## src/rtl/meteor_pkg.sv

```systemverilog
// meteor_pkg: shared types and constants for the meteor field.
//   slot_state_e : per-slot IDLE/ACTIVE state
//   slot_t       : packed per-slot payload (state, x, y, size)
//   spawn_slot() : builds a freshly spawned slot from an LFSR word
package meteor_pkg;

  typedef enum logic {
    IDLE   = 1'b0,
    ACTIVE = 1'b1
  } slot_state_e;

  localparam logic [15:0] LFSR_SEED = 16'hACE1;
  localparam int unsigned SIZE_MIN  = 16;
  localparam int unsigned Y_MIN     = 32;
  localparam int unsigned H_RES     = 640;
  localparam int unsigned V_RES     = 480;

  localparam int unsigned XW   = 10;  // coordinate width
  localparam int unsigned SZW  = 6;   // sprite size width
  localparam int unsigned CNTW = 8;   // spawn counter / passed counter width
  localparam int unsigned SPW  = 4;   // per-slot speed width

  typedef struct packed {
    slot_state_e    state;
    logic [XW-1:0]  x;
    logic [XW-1:0]  y;
    logic [SZW-1:0] size;
  } slot_t;

  localparam slot_t SLOT_RESET = '{state: IDLE, x: '0, y: '0, size: '0};

  // New meteor: y from the upper LFSR byte, size from the low five bits.
  function automatic slot_t spawn_slot(input logic [15:0] rnd, input logic [XW-1:0] x0);
    slot_t s;
    s.state = ACTIVE;
    s.x     = x0;
    s.y     = XW'(rnd[15:8]) + XW'(Y_MIN);
    s.size  = SZW'(SIZE_MIN) + SZW'(rnd[4:0]);
    return s;
  endfunction

endpackage

```

## src/rtl/meteor_field_if.sv

```systemverilog
// meteor_field_if: pixel/frame bus between the video pipeline and the meteor field.
//   frame_tick, pix_x, pix_y, player_on, hit_clr : driven by master
//   meteor_on, hit, passed_cnt, active_mask       : driven by slave (meteor_field)
interface meteor_field_if #(
  parameter int unsigned N_SLOTS = 4
) ();

  logic               frame_tick;
  logic [9:0]         pix_x;
  logic [9:0]         pix_y;
  logic               player_on;
  logic               hit_clr;
  logic               meteor_on;
  logic               hit;
  logic [7:0]         passed_cnt;
  logic [N_SLOTS-1:0] active_mask;

  modport master (
    output frame_tick, pix_x, pix_y, player_on, hit_clr,
    input  meteor_on, hit, passed_cnt, active_mask
  );

  modport slave (
    input  frame_tick, pix_x, pix_y, player_on, hit_clr,
    output meteor_on, hit, passed_cnt, active_mask
  );

endinterface

```

## src/rtl/meteor_lfsr16.sv

```systemverilog
// meteor_lfsr16: free-running 16-bit Fibonacci LFSR, x^16+x^14+x^13+x^11+1.
//   clk, rst_n : clock, async active-low reset (loads LFSR_SEED)
//   q          : current LFSR value, advances every clk cycle
module meteor_lfsr16
  import meteor_pkg::*;
(
  input  logic        clk,
  input  logic        rst_n,
  output logic [15:0] q
);

  logic [15:0] q_q;
  logic [15:0] q_d;

  // Right-shifting form: taps 16,14,13,11 map to bits 0,2,3,5.
  always_comb begin
    q_d = {q_q[0] ^ q_q[2] ^ q_q[3] ^ q_q[5], q_q[15:1]};
  end

  always_ff @(posedge clk or negedge rst_n) begin
    if (!rst_n) q_q <= LFSR_SEED;
    else        q_q <= q_d;
  end

  assign q = q_q;

endmodule

```

## src/rtl/meteor_field.sv

```systemverilog
// meteor_field: array of N_SLOTS meteors drifting left, with spawning,
// expiry counting and a sticky player-collision flag.
//   clk, rst_n : clock, async active-low reset
//   bus        : meteor_field_if slave (frame_tick, pix_x/y, player_on, hit_clr
//                in; meteor_on (combinational), hit, passed_cnt, active_mask out)
// Optional build macro METEOR_VARSPEED_EN: per-slot speed 1 + (LFSR[3:0] mod SPEED)
// latched at spawn; otherwise every slot moves by SPEED.
module meteor_field
  import meteor_pkg::*;
#(
  parameter int unsigned N_SLOTS      = 4,
  parameter int unsigned SPEED        = 2,
  parameter int unsigned SPAWN_FRAMES = 60,
  parameter int unsigned START_X      = 640
) (
  input logic           clk,
  input logic           rst_n,
  meteor_field_if.slave bus
);

  localparam int unsigned ECW = 4;  // expiries per tick, up to 8 slots

  logic [15:0]        lfsr;
  logic [N_SLOTS-1:0] active;
  logic [N_SLOTS-1:0] expire;
  logic [N_SLOTS-1:0] overlap;
  logic [N_SLOTS-1:0] spawn_sel;
  logic               spawn_now;
  logic               found;
  logic               meteor_on_c;

  logic [CNTW-1:0]    cnt_q, cnt_d;
  logic [CNTW-1:0]    passed_q, passed_d;
  logic [ECW-1:0]     n_exp;
  logic [CNTW:0]      passed_sum;
  logic               hit_q, hit_d;

  meteor_lfsr16 u_lfsr (
    .clk   (clk),
    .rst_n (rst_n),
    .q     (lfsr)
  );

  assign spawn_now = bus.frame_tick && (cnt_q == CNTW'(SPAWN_FRAMES - 1));

  // Spawn counter: wraps on the attempt tick whether or not a slot is free.
  always_comb begin
    cnt_d = cnt_q;
    if (bus.frame_tick) cnt_d = spawn_now ? '0 : cnt_q + CNTW'(1);
  end

  // Lowest IDLE slot in the pre-tick state, so a slot expiring now is not reused.
  always_comb begin
    spawn_sel = '0;
    found     = 1'b0;
    for (int i = 0; i < int'(N_SLOTS); i++) begin
      if (!found && !active[i]) begin
        spawn_sel[i] = spawn_now;
        found        = 1'b1;
      end
    end
  end

  for (genvar g = 0; g < N_SLOTS; g++) begin : g_slot
    slot_t          slot_q, slot_d;
    logic [SPW-1:0] spd;

`ifdef METEOR_VARSPEED_EN
    logic [SPW-1:0] spd_q, spd_d;
    assign spd = spd_q;
`else
    assign spd = SPW'(SPEED);
`endif

    assign active[g]  = (slot_q.state == ACTIVE);
    assign expire[g]  = bus.frame_tick && active[g] && (slot_q.x < XW'(spd));
    // Bounds compared at 11 bits so x+size never wraps.
    assign overlap[g] = active[g]
                     && ({1'b0, slot_q.x} <= {1'b0, bus.pix_x})
                     && ({1'b0, bus.pix_x} < ({1'b0, slot_q.x} + 11'(slot_q.size)))
                     && ({1'b0, slot_q.y} <= {1'b0, bus.pix_y})
                     && ({1'b0, bus.pix_y} < ({1'b0, slot_q.y} + 11'(slot_q.size)));

    // Per-slot step / expire / spawn on a frame tick.
    always_comb begin
      slot_d = slot_q;
`ifdef METEOR_VARSPEED_EN
      spd_d  = spd_q;
`endif
      if (bus.frame_tick) begin
        if (expire[g]) begin
          slot_d.state = IDLE;
          slot_d.x     = '0;
        end else if (active[g]) begin
          slot_d.x = slot_q.x - XW'(spd);
        end else if (spawn_sel[g]) begin
          slot_d = spawn_slot(lfsr, XW'(START_X));
`ifdef METEOR_VARSPEED_EN
          spd_d  = SPW'(1) + SPW'(lfsr[3:0] % SPW'(SPEED));
`endif
        end
      end
    end

    always_ff @(posedge clk or negedge rst_n) begin
      if (!rst_n) begin
        slot_q <= SLOT_RESET;
`ifdef METEOR_VARSPEED_EN
        spd_q  <= '0;
`endif
      end else begin
        slot_q <= slot_d;
`ifdef METEOR_VARSPEED_EN
        spd_q  <= spd_d;
`endif
      end
    end
  end

  // Saturating count of meteors leaving the screen, several per tick allowed.
  always_comb begin
    n_exp = '0;
    for (int i = 0; i < int'(N_SLOTS); i++) n_exp = n_exp + ECW'(expire[i]);
    passed_sum = (CNTW+1)'(passed_q) + (CNTW+1)'(n_exp);
    passed_d   = passed_sum[CNTW] ? {CNTW{1'b1}} : passed_sum[CNTW-1:0];
  end

  assign meteor_on_c = |overlap;

  // Sticky hit: a set in the same cycle as a clear wins.
  always_comb begin
    hit_d = (meteor_on_c && bus.player_on) || (hit_q && !bus.hit_clr);
  end

  always_ff @(posedge clk or negedge rst_n) begin
    if (!rst_n) begin
      cnt_q    <= '0;
      passed_q <= '0;
      hit_q    <= 1'b0;
    end else begin
      cnt_q    <= cnt_d;
      passed_q <= passed_d;
      hit_q    <= hit_d;
    end
  end

  assign bus.meteor_on   = meteor_on_c;
  assign bus.hit         = hit_q;
  assign bus.passed_cnt  = passed_q;
  assign bus.active_mask = active;

endmodule
```

## src/flat_wrapper.sv

```systemverilog
// flat-port wrapper written by rule: the top's interface ports become plain ports
module meteor_field_flat import meteor_pkg::*;
#(
  parameter int unsigned N_SLOTS      = 4,
  parameter int unsigned SPEED        = 2,
  parameter int unsigned SPAWN_FRAMES = 60,
  parameter int unsigned START_X      = 640
)
  (clk, rst_n, bus_frame_tick, bus_pix_x, bus_pix_y, bus_player_on, bus_hit_clr, bus_meteor_on, bus_hit, bus_passed_cnt, bus_active_mask);
  meteor_field_if #(.N_SLOTS(N_SLOTS)) bus_i ();
  input logic clk;
  input logic rst_n;
  input wire logic [$bits(bus_i.frame_tick)-1:0] bus_frame_tick;
  input wire logic [$bits(bus_i.pix_x)-1:0] bus_pix_x;
  input wire logic [$bits(bus_i.pix_y)-1:0] bus_pix_y;
  input wire logic [$bits(bus_i.player_on)-1:0] bus_player_on;
  input wire logic [$bits(bus_i.hit_clr)-1:0] bus_hit_clr;
  output wire logic [$bits(bus_i.meteor_on)-1:0] bus_meteor_on;
  output wire logic [$bits(bus_i.hit)-1:0] bus_hit;
  output wire logic [$bits(bus_i.passed_cnt)-1:0] bus_passed_cnt;
  output wire logic [$bits(bus_i.active_mask)-1:0] bus_active_mask;
  assign bus_i.frame_tick = bus_frame_tick;
  assign bus_i.pix_x = bus_pix_x;
  assign bus_i.pix_y = bus_pix_y;
  assign bus_i.player_on = bus_player_on;
  assign bus_i.hit_clr = bus_hit_clr;
  assign bus_meteor_on = bus_i.meteor_on;
  assign bus_hit = bus_i.hit;
  assign bus_passed_cnt = bus_i.passed_cnt;
  assign bus_active_mask = bus_i.active_mask;
  meteor_field #(.N_SLOTS(N_SLOTS), .SPEED(SPEED), .SPAWN_FRAMES(SPAWN_FRAMES), .START_X(START_X)) u_core (.clk(clk), .rst_n(rst_n), .bus(bus_i));
endmodule
```

## config.mk

```make
export PLATFORM = sky130hd
export DESIGN_NAME = meteor_field_flat
export DESIGN_NICKNAME = d
export VERILOG_FILES = /design/src/rtl/meteor_pkg.sv /design/src/rtl/meteor_field_if.sv /design/src/rtl/meteor_lfsr16.sv /design/src/rtl/meteor_field.sv /design/src/flat_wrapper.sv
export SDC_FILE = /design/constraint.sdc
export NUM_CORES = 1
export LEC_CHECK = 0
export CAP_MARGIN = 30
export CORE_MARGIN = 2
export CORE_UTILIZATION = 25
export DETAILED_ROUTE_END_ITERATION = 7
export SYNTH_ARGS = -nofsm -noshare
export SYNTH_HDL_FRONTEND = slang
export SYNTH_SLANG_ARGS = --single-unit
```

## constraint.sdc

```tcl
create_clock -name clk -period 7.35 [get_ports clk]
set_clock_uncertainty 0.1 [all_clocks]
set_input_delay 0.735 -clock clk [delete_from_list [all_inputs] [get_ports clk]]
set_output_delay 0.735 -clock clk [all_outputs]
set_load 0.05 [all_outputs]
```

## Word-level counts from Yosys, hierarchy flattened

Cells that the tools add are included.

- Logic and storage cells: 146
- Flip-flop bits (word level): 141
- Output and inout port bits: 14

- Bitwise gates (word level): 11
- Muxes and demuxes: 25
- Order comparisons: 20
- Reductions and logical operators: 50
- Add/subtract/negate cells: 19
- Eq/ne operators: 1

Operators by type and width:

| cell | number |
|---|---|
| 2-to-1 mux 27 bit | 4 |
| adder 10 x 6 -> 11 bit | 8 |
| < comparator 10 x 11 -> 1 bit | 8 |
| <= comparator 10 bit | 8 |
| 2-to-1 mux 11 bit | 4 |
| < comparator 10 x 2 -> 1 bit (second input constant) | 4 |
| 2-to-1 mux 10 bit | 4 |
| subtractor 10 x 2 -> 10 bit (second input constant) | 4 |
| logical AND 1 bit | 30 |
| 2-to-1 mux 8 bit | 2 |
| AND reduction 4 bit | 4 |
| nonzero test 3 bit | 4 |
| 2-to-1 mux 1 bit | 11 |
| adder 8 x 4 -> 9 bit | 1 |
| adder 8 x 6 -> 9 bit (second input constant) | 1 |
| adder 4 x 1 -> 4 bit | 2 |
| adder 8 x 1 -> 8 bit (second input constant) | 1 |
| == test 8 x 6 -> 1 bit (second input constant) | 1 |
| NOT 1 bit | 8 |
| AND reduction 2 bit | 4 |
| adder 5 x 5 -> 6 bit (first input constant) | 1 |
| logical NOT 1 bit | 6 |
| OR reduction 4 bit | 1 |
| XOR 1 bit | 3 |
| 2 further kinds | 2 |

## Longest topological paths before layout

- Depth in word-level cells: 12
- Depth in mapped cells: 17

## Hierarchy

A second synthesis with hierarchy kept.

- Cells, all modules: 1189
- Area total of the unflattened synthesis: 10799.1 sq um

Modules (own cells, without submodules):

| module | cells each | area each (sq um) | sequential area each (sq um) | instances |
|---|---|---|---|---|
| meteor_field | 1155 | 10249.8 | 2927.8 | 1 |
| meteor_lfsr16 | 34 | 549.3 | 410.4 | 1 |

## Least setup slack after synthesis

Ideal clock, no wire load.

- Path kind: register to output
- From: reg u_core.g_slot[2].slot_q[0] (netlist name)
- To: out bus_meteor_on
- Path slack: 2.700 ns
- Data arrival time: 3.815 ns
- Path buffers: 0
- Cell stages (with the launch flop): 17
- Required time: 6.515 ns
- Path through: dfrtp_1 > ha_1 > inv_1 > fa_1 > inv_1 > a21oi_1 > o21bai_1 > a21o_1 > a21o_1 > nand3_1 > xor2_1 > ha_1 > a2111oi_0 > o21ai_0 > o211ai_1 > o311ai_0 > o21ai_0

- Cells in the longest elaborated chain, start to end: 6
- Elaborated cells on any way between the ends: 8
- Classes of those cells: 2 x add/sub; 2 x order compare; 4 x reduce/logical

Ends and longest elaborated chain:

| what | RTL line | RTL |
|---|---|---|
| start, declared | meteor_field.sv:65 | `slot_t slot_q, slot_d;` |
| start signal, assigned | meteor_field.sv:112 | `slot_q <= slot_d;` |
| adder 10 x 6 -> 11 bit | meteor_field.sv:80 | `&& ({1'b0, bus.pix_x} < ({1'b0, slot_q.x} + 11'(slot_q.size)))` |
| < comparator 10 x 11 -> 1 bit | meteor_field.sv:80 |  |
| logical AND 1 bit | meteor_field.sv:80 |  |
| logical AND 1 bit | meteor_field.sv:81 | `&& ({1'b0, slot_q.y} <= {1'b0, bus.pix_y})` |
| logical AND 1 bit (*) | meteor_field.sv:82 | `&& ({1'b0, bus.pix_y} < ({1'b0, slot_q.y} + 11'(slot_q.size)));` |
| OR reduction 4 bit (*) | meteor_field.sv:128 | `assign meteor_on_c = \|overlap;` |
| end, declared | flat_wrapper.sv:18 | `output wire logic [$bits(bus_i.meteor_on)-1:0] bus_meteor_on;` |

Mark *: on every way between the ends. The rest lies on a longest branch, timed or not.

## Worst setup path in the final report

- From: reg u_core.g_slot[3].slot_q[0] (netlist name)
- To: out bus_meteor_on

- Cells in the longest elaborated chain, start to end: 6
- Elaborated cells on any way between the ends: 8
- Classes of those cells: 2 x add/sub; 2 x order compare; 4 x reduce/logical

Ends and longest elaborated chain:

| what | RTL line |
|---|---|
| start, declared | meteor_field.sv:65 |
| start signal, assigned | meteor_field.sv:112 |
| adder 10 x 6 -> 11 bit | meteor_field.sv:80 |
| < comparator 10 x 11 -> 1 bit | meteor_field.sv:80 |
| logical AND 1 bit | meteor_field.sv:80 |
| logical AND 1 bit | meteor_field.sv:81 |
| logical AND 1 bit (*) | meteor_field.sv:82 |
| OR reduction 4 bit (*) | meteor_field.sv:128 |

Marks and branches as above.

==> results.sh <==
export IMPL_cp_cell_sequence="ha_1 > inv_1 > fa_1 > inv_1 > a21oi_1 > o21bai_1 > a21o_1 > a21o_1 > nand3_1 > xor2_1 > ha_1 > a211o_1 > o221ai_1 > a21oi_1 > nor4_1 > nor3_1 > o21ai_0 > clkdlybuf4s50_1"
export IMPL_die_width_um=212
export IMPL_drt_drc_violations_left=0
export IMPL_synthesis_area_per_instance_sq_um=9.06
export IMPL_critical_path_max_fanout=3
export IMPL_instance_count_of_the_mapped_netlist=1194
export IMPL_floorplan_die_height_um=212
export IMPL_leakagePower_nw=5.80
export IMPL_globalplace_congestion=0.892
export IMPL_yosys_register_bits=133
export IMPL_postCtsResizedCells=0
export IMPL_antennaDiodeCount=0
export IMPL_nets=1459
export IMPL_grt_start_max_net_pins=93
export IMPL_portbufs=38
export IMPL_power_density_cell_area_nw_per_um2=223
export IMPL_synthDistinctLibCells=74
export IMPL_post_cts_hold_buffer_count=0
export IMPL_ys_seq_area_frac=0.309
export IMPL_hold_class="flop to flop"
export IMPL_critPathArrivalTime_ns=5.02
export IMPL_globalRoute_totalOverflow=0
export IMPL_clock_tree_from_tritoncts="built"
export IMPL_dp_final_hpwl_um=23900
export IMPL_placementRows=76
export IMPL_final_period_demand_of_the_worst_path_ns=5.86
export IMPL_hold_vio_cnt_final=0
export IMPL_clk_latency_ns=0.44
export IMPL_clk_root_buffer_cell="clkbuf_16"
export IMPL_cts_sinks=133
export IMPL_clk_pin_slew_ns=0.07
export IMPL_tritoncts_num_buffers=17
export IMPL_worst_path_dominant_cell_family="compound AO/OA/AOI/OAI gates"
export IMPL_timing_critical_path_depth=18
export IMPL_drive_above_1_share=0.0628
export IMPL_final_slew_violations=0
export IMPL_grtUsageTotal=0.142
export IMPL_ff2ff_path_depth=15
export IMPL_via_count=8928
export IMPL_post_cts_repair_setup_buffers=0
export IMPL_total_power_mw=2.77
export IMPL_layout_cells_most_common="ha_1"
export IMPL_slew_headroom=0.318
export IMPL_drtPass1Iterations=5
export IMPL_ff2ff_setup_slack_ns=2.97
export IMPL_drt_vias_per_instance=4.89
export IMPL_dieArea_sq_um=44900
export IMPL_ys_async_sr_fraction=1.00
export IMPL_area_delta_synth_final_pct=15.1
export IMPL_fmaxAchievable_mhz=171
export IMPL_cp_end_kind="output port"
export IMPL_timing_worst_setup_path_type="flop to output port"
export IMPL_start_util=0.252
export IMPL_first_global_vias=8798
export IMPL_hold_path_cell_count=0
export IMPL_fin_crit_sh=0.797
export IMPL_status="finished clean"
export IMPL_post_synth_edffs=0
export IMPL_cp_slowest_stage_delay_ns=0.88
export IMPL_yosysWarnings=0
export IMPL_total_routed_length_um=30700
export IMPL_post_synth_net_total=1424
export IMPL_grt_setup_unrepaired="no"
export IMPL_initial_antenna_violation_count=0
export IMPL_cts_path_max_buffers=2
export IMPL_max_cap_violations=0
export IMPL_crit_path_top_delay_cell="clkdlybuf4s50_1"
export IMPL_first_iter_violations=558
export IMPL_cp_data_required_time_ns=6.51
export IMPL_critPathBufInv=3
export IMPL_setup_worst_path_start_class="flop"
export IMPL_final_util=0.290
export IMPL_core_area_sq_um=42900
export IMPL_worstMarginPinSlew_ns=1.02
export IMPL_cts_htree_levels=4
export IMPL_ioPinCount=39
export IMPL_avgRoutedWirePerCell_um=16.8
export IMPL_route_antenna_remaining_nets=0
export IMPL_first_pass_grt_wire_length_um=48800
export IMPL_max_vdd_ir_drop_v=0.000127
export IMPL_synth_flop_cell="dfrtp_1"
export IMPL_most_common_layout_cells="199 x ha_1, 150 x nand2_1, 125 x dfrtp_1, 94 x o21ai_0, 79 x inv_1"
export IMPL_final_setup_viol_count=0
export IMPL_fin_setup_tns_ns=0
export IMPL_synthesis_area_sq_um=10800
-- where the power goes --
group | internal, mW | leakage [nW] | switching (mW) | total [mW]
clock network | 0.514 | 0.296 | 0.373 | 0.887
logic | 0.380 | 3.80 | 0.496 | 0.876
registers | 0.822 | 1.71 | 0.186 | 1.01
-- cell families (layout without fill, tap and decap cells) --
| group | count (synthesis) | in the layout | share of synthesized area |
|---|---|---|---|
| xor+xnor | 69 | 69 | 0.0559 |
| buf+inv | 110 | 158 | 0.0434 |
| flops | 133 | 133 | 0.309 |
| simple gates | 357 | 357 | 0.160 |
| compound gates | 305 | 305 | 0.175 |
| fa+ha+maj | 205 | 205 | 0.241 |
| mux | 15 | 15 | 0.0154 |
-- cell type report --
cell class	instances	area (sq um)
clock inverters	15	180
repair buffers	46	464
well taps	585	732
fillers	4483	30400
flip-flops and latches	133	3340
inverters	80	300
multi-input cells	951	7010
clock buffers	17	425
-- per-layer routing --
layer  vias to the layer above  wire length, um  track usage
li1                       4375                -            -
met1                      4296            14100        0.187
met2                       209            14100        0.229
met3                        48             1440       0.0210
met4                         0              996       0.0622
met5                         -                0            0
-- per-stage QoR --
stage | cells | hold WS (ns) | area (sq um) | worst slack, ns
global placement | 1793 | 0.247 | 11800 | 1.74
CTS | 1825 | 0.258 | 12400 | 1.46
detailed placement | 1793 | 0.248 | 11800 | 1.68
finish | 1827 | 0.256 | 12400 | 1.49
global route | 1827 | 0.266 | 12400 | 1.17
floorplan | 1194 | 0.245 | 10800 | 2.70
-- registers in the layout, indices dropped and copies added (netlist names) --
register,cells
u_core.bus.active_mask,4
u_core.bus.hit,1
u_core.bus.passed_cnt,8
u_core.cnt_q,8
u_core.g_slot.slot_q,96
u_core.u_lfsr.q,16
-- worst paths after layout --
check                                             from                           to
min                                 u_core.u_lfsr.q[7]           u_core.u_lfsr.q[6]
max                         u_core.g_slot[3].slot_q[0]                bus_meteor_on
min in group asynchronous                        rst_n              u_core.cnt_q[7]
max in group asynchronous                        rst_n  u_core.g_slot[2].slot_q[12]
min reg2reg                         u_core.u_lfsr.q[7]           u_core.u_lfsr.q[6]
max reg2reg                u_core.g_slot[1].slot_q[18]     u_core.bus.passed_cnt[0]
-- synth_stat cells (5+ instances only) --
cell type  count  area share
a211oi_1      16       0.011
a21o_1        26       0.018
a21oi_1       72       0.033
a221oi_1       8      0.0065
buf_4          5      0.0035
clkbuf_1      20      0.0069
dfrtp_1      125        0.29
dfstp_2        8       0.019
fa_1           6       0.011
ha_1         199        0.23
inv_1         79       0.027
mux2_2        13       0.014
nand2_1      150       0.052
nand2b_1      16      0.0093
nand3_1       28       0.013
nand4_1       18       0.010
nor2_1        64       0.022
nor2b_1       20       0.012
nor3_1        13      0.0060
nor4_1         7      0.0040
o2111ai_1      9      0.0073
o21a_1        11      0.0076
o21ai_0       94       0.043
o21ai_1       16      0.0074
o21bai_1      10      0.0069
o31ai_1        5      0.0035
o41ai_1        5      0.0040
xnor2_1       40       0.032
xor2_1        29       0.023
(Power assumes the default switching activity.)
